## src/rtl/mem_1rw_arbiter.sv

```systemverilog
// Shares one 1RW SRAM macro between NUM_RD read requesters and one writer,
// with starvation-bounded write priority and a 2-stage tagged read-return pipe.
module mem_1rw_arbiter #(
  parameter  int WORD_SIZE  = 256,
  parameter  int NUM_WORDS  = 128,
  parameter  int WRITE_SIZE = 8,
  parameter  int NUM_RD     = 2,
  parameter  int WR_STARVE  = 4,
  localparam int AW = $clog2(NUM_WORDS),
  localparam int MW = WORD_SIZE / WRITE_SIZE,
  localparam int IW = $clog2(NUM_RD)
) (
  input  logic                 clk,
  input  logic                 rst_n,
  input  logic                 IN_flush,
  input  logic                 IN_wr_valid,
  output logic                 OUT_wr_ready,
  input  logic [AW-1:0]        IN_wr_addr,
  input  logic [WORD_SIZE-1:0] IN_wr_data,
  input  logic [MW-1:0]        IN_wr_wm,
  input  logic [NUM_RD-1:0]    IN_rd_valid,
  output logic [NUM_RD-1:0]    OUT_rd_ready,
  input  logic [NUM_RD*AW-1:0] IN_rd_addr,
  output logic                 OUT_rd_rvalid,
  output logic [IW-1:0]        OUT_rd_rid,
  output logic [WORD_SIZE-1:0] OUT_rd_data,
  output logic                 OUT_mem_nce,
  output logic                 OUT_mem_nwe,
  output logic [AW-1:0]        OUT_mem_addr,
  output logic [WORD_SIZE-1:0] OUT_mem_data,
  output logic [MW-1:0]        OUT_mem_wm,
  input  logic [WORD_SIZE-1:0] IN_mem_data
);

  localparam int SW = $clog2(WR_STARVE + 1);

  logic [SW-1:0] starve_cnt;
  logic [IW-1:0] rr_ptr;
  logic          s0_valid, s1_valid;
  logic [IW-1:0] s0_rid, s1_rid;

  logic          wr_grant, rd_grant, found;
  logic [IW-1:0] sel;
  int            idx;

  always_comb begin
    found = 1'b0;
    sel   = '0;
    idx   = 0;
    // Round-robin search starting at rr_ptr, wrapping at NUM_RD.
    for (int k = 0; k < NUM_RD; k++) begin
      idx = int'(rr_ptr) + k;
      if (idx >= NUM_RD) idx = idx - NUM_RD;
      if (!found && IN_rd_valid[idx]) begin
        found = 1'b1;
        sel   = IW'(idx);
      end
    end
    wr_grant = rst_n && IN_wr_valid &&
               (!(|IN_rd_valid) || starve_cnt == SW'(WR_STARVE));
    rd_grant = rst_n && found && !wr_grant;
  end

  always_comb begin
    OUT_wr_ready = wr_grant;
    OUT_rd_ready = rd_grant ? (NUM_RD'(1) << sel) : '0;
    OUT_mem_nce  = 1'b1;
    OUT_mem_nwe  = 1'b1;
    OUT_mem_addr = '0;
    OUT_mem_data = '0;
    OUT_mem_wm   = '0;
    if (wr_grant) begin
      OUT_mem_nce  = 1'b0;
      OUT_mem_nwe  = 1'b0;
      OUT_mem_addr = IN_wr_addr;
      OUT_mem_data = IN_wr_data;
      OUT_mem_wm   = IN_wr_wm;
    end else if (rd_grant) begin
      OUT_mem_nce  = 1'b0;
      OUT_mem_addr = IN_rd_addr[sel*AW +: AW];
    end
  end

  always_ff @(posedge clk or negedge rst_n) begin
    if (!rst_n) begin
      starve_cnt <= '0;
      rr_ptr     <= '0;
    end else begin
      if (wr_grant)
        starve_cnt <= '0;
      else if (IN_wr_valid && starve_cnt != SW'(WR_STARVE))
        starve_cnt <= starve_cnt + 1'b1;
      if (rd_grant)
        rr_ptr <= (sel == IW'(NUM_RD - 1)) ? '0 : sel + 1'b1;
    end
  end

  // Flush kills both stages; a read granted in the flush cycle never enters.
  always_ff @(posedge clk or negedge rst_n) begin
    if (!rst_n) begin
      s0_valid <= 1'b0;
      s1_valid <= 1'b0;
      s0_rid   <= '0;
      s1_rid   <= '0;
    end else begin
      s0_valid <= rd_grant && !IN_flush;
      s0_rid   <= rd_grant ? sel : '0;
      s1_valid <= s0_valid && !IN_flush;
      s1_rid   <= s0_rid;
    end
  end

  assign OUT_rd_rvalid = s1_valid;
  assign OUT_rd_rid    = s1_rid;
  assign OUT_rd_data   = IN_mem_data;

endmodule
```

## config.mk

```make
export PLATFORM = sky130hd
export DESIGN_NAME = mem_1rw_arbiter
export DESIGN_NICKNAME = d
export VERILOG_FILES = /design/src/rtl/mem_1rw_arbiter.sv
export SDC_FILE = /design/constraint.sdc
export NUM_CORES = 1
export LEC_CHECK = 0
export CAP_MARGIN = 0
export CORE_AREA = 2 2 434 436
export DETAILED_ROUTE_END_ITERATION = 12
export DIE_AREA = 0 0 436 438
export PLACE_DENSITY = 0.3
export REMOVE_ABC_BUFFERS = 1
export SYNTH_ARGS = -nofsm -noshare
export SYNTH_HDL_FRONTEND = slang
export SYNTH_SLANG_ARGS = --single-unit
```

## constraint.sdc

```tcl
create_clock -name clk -period 2.75 [get_ports clk]
set_input_delay 0.825 -clock clk [delete_from_list [all_inputs] [get_ports clk]]
set_output_delay 0.825 -clock clk [all_outputs]
set_load 0.02 [all_outputs]
```

==> impl_metrics.yaml <==
run_status:
  status: "finished with violations"
  violations: "negative setup slack"
floorplan:
  fp.dieH_um: 438
  die_area_sq_um: 191000
  io-pin-count: 1129
  coreArea_sq_um: 187000
  die_w_um: 436
  start_util_pct: 2.40
  rows: 159
synth:
  synth-compound-area-share_pct: 1.82
  synthMuxAreaShare_pct: 1.82
  synth-simple-area-share_pct: 42.2
  synthesis.instances: 634
  ys_seq_area_share_pct: 4.47
  synth-xor-area-share_pct: 0
  synth-seq-cells: 8
  yosysWarnings: 0
  post_synth_fa_ha_maj_area_fraction_pct: 0.559
  ys_types: 23
  synth_top_family_by_area: "buffers and inverters"
  synth_area_sq_um: 4480
  avgSynthCellArea_sq_um: 7.07
setup_path:
  cp.arrival_ps: 2350
  reg2reg_depth: 10
  timing.reg2reg.setup_slack_ps: 660
  endpoint_kind: "output pin"
  crit_required_ps: 1930
  cp_max_fo: 8
  cp-start-kind: "input pin"
  worstSetupPathType: "input pin to output pin"
sta:
  rsz0062_at_grt: "yes"
  clock.fmax_ghz: 0.315
  fin_crit_sh_pct: 115
  worst_pin_slew_ps: 530
  worst_hold_slack_ps: 356
  finalHoldViolations: 0
  finalCriticalPeriod_ps: 3170
  clock_skew_ps: 4.51
  fin_tns_setup_ps: -98070
  setup_slack_ps: -420
  relSlewSlack_pct: 64.3
  slew_violations: 0
  setup_viol: 300
final_layout:
  drive_above_1_share_pct: 56.8
  ff_latch_area_sq_um: 200
  area_delta_synth_final_pct: 240
  nets: 1592
  fin_util_pct: 8.16
  multiInputGateArea_sq_um: 2640
  fillers: 21800
  layoutNonFillerInstCount: 3515
route:
  num_vias: 7847
  ant_nets: 0
  firstDrtPassIters: 5
  wl_per_cell_um: 58.2
  drtIter0Drc: 774
  via_per_inst: 2.23
  post-route-drc-count: 0
  wirelength_mm: 205
cts:
  cts_htree_levels: 1
  cts_buffer_depth: 2
  cts_tree: "done"
  cts_buffers: 3
  clkSinkCount: 8
  cts_root_buffer: "clkbuf_16"
  clk_latency_ps: 240
  path_clk_slew_ps: 40
global_route:
  grt-ovfl-total: 0
  grt_pass1_wl_mm: 219
  grt_pass1_vias: 6329
  antenna_found_initial: 163
  grt_max_degree: 42
  track_usage_pct: 20.5
placed_design:
  placedCellCount: 3483
  io_buffers: 616
  gp_routability_congestion: 1.05
  place_hpwl_mm: 194
power_and_ir_drop:
  p_per_area_nw_per_um2: 220
  p_leak_uw: 0.00538
  ir_worst_vdd_mv: 0.167
hold_path:
  hp-class: "flip-flop to flip-flop"
  holdPathStages: 0
job:
  maxCapViolations: 0
through the flow:
stage / worst slack (ps) / power (uW) / cell area [sq um]
4_1_cts: -543 / 3210 / 14800
5_1_grt: -465 / 3520 / 15200
3_5_place_dp: -1220 / 2760 / 14100
2_1_floorplan: -3840 / 783 / 2300
3_3_place_gp: -1200 / 2770 / 14100
6_report: -420 / 3360 / 15200
sequential cells by signal (all words and copies together) (netlist names):
name,flops
starve_cnt,3
OUT_rd_rvalid,1
s0_valid,1
s0_rid,1
rr_ptr,1
OUT_rd_rid,1
Yosys cell counts:
cell type | count | share of area, %
mux2i_1 | 7 | 1.6
o21ai_1 | 2 | 0.22
a21oi_2 | 1 | 0.20
buf_2 | 2 | 0.22
and2_1 | 288 | 40
a22o_1 | 1 | 0.20
a21oi_1 | 2 | 0.22
o21ai_2 | 1 | 0.20
buf_6 | 12 | 3.0
nor2_1 | 3 | 0.25
clkbuf_1 | 9 | 0.75
nor3_1 | 1 | 0.11
inv_1 | 5 | 0.42
ha_1 | 2 | 0.56
nor2b_1 | 2 | 0.28
mux2_1 | 1 | 0.25
buf_4 | 267 | 45
or2_1 | 1 | 0.14
dfrtp_1 | 8 | 4.5
and4b_1 | 1 | 0.22
o21ai_0 | 7 | 0.78
nand2_1 | 9 | 0.75
nand3_1 | 2 | 0.22
cell usage in the layout (no fill, tap or decap), types with 2 or more instances in the layout:
master           instances
buf_2                    7
buf_8                    3
ha_1                     2
buf_16                   9
buf_6                   20
clkdlybuf4s15_2          7
buf_12                 237
o21ai_1                  2
nand2_1                  8
dfrtp_1                  8
nor2_1                   3
dlygate4sd2_1            5
diode_2                  3
buf_4                   66
a21oi_1                  2
and2_4                 211
and2_2                   3
clkbuf_16                9
and2_1                  74
inv_1                    5
o21ai_0                  7
mux2i_1                  7
clkdlybuf4s50_1        310
kinds of logic after synthesis:
| group | Yosys count |
|---|---|
| flip-flops | 8 |
| adder cells (fa/ha/maj) | 2 |
| AO/OA/AOI/OAI | 14 |
| AND/OR/NAND/NOR | 307 |
| buffers and inverters | 295 |
| multiplexers | 8 |
power by group:
| group | switching (uW) | leakage [uW] | internal, uW |
|---|---|---|---|
| sequential | 22.1 | 0.000101 | 145 |
| clock | 60.8 | 0.0000370 | 188 |
| combinational | 1320 | 0.00525 | 1620 |
per-layer routing:
layer | up-vias | global-route usage, % | routed length (um)
li1 | 2417 | - | -
met1 | 3151 | 10.3 | 37200
met2 | 1884 | 30.9 | 85400
met3 | 369 | 36.3 | 75700
met4 | 26 | 1.20 | 3090
met5 | - | 13.9 | 3270
repair_timing:
item,in CTS,in global routing
cloned,6,9
hold buffers,0,0
hold endpoints to repair,0,0
pin swaps,2,14
setup endpoints to repair,300,300
resized for setup,284,238
buffers inserted,7,7
area by class of cell:
type                       instances  share of cell area, %
sequential                         8                   1.31
clock buffer                       3                  0.493
multi-input combinational        331                   17.3
antenna                            3                 0.0493
tap                             2495                   20.5
timing repair buffer             670                   60.2
inverter                           5                  0.123
worst max-delay path: stages:
cell	delay (ps)
buf_8	100
or2_4	290
a21oi_4	180
buf_12	210
buf_12	190
buf_12	140
buf_16	130
and2_4	160
buf_12	100
path summary, 6_finish.rpt:
| check | start | endpoint |
|---|---|---|
| min reg2reg | s0_rid | OUT_rd_rid |
| max | IN_rd_valid[1] | OUT_mem_data[84] |
| min | s0_rid | OUT_rd_rid |
| max in group asynchronous | rst_n | OUT_rd_rvalid |
| min in group asynchronous | rst_n | starve_cnt[0] |
| max reg2reg | starve_cnt[0] | starve_cnt[0] |
Note: power is estimated with default switching activity, not from simulation.
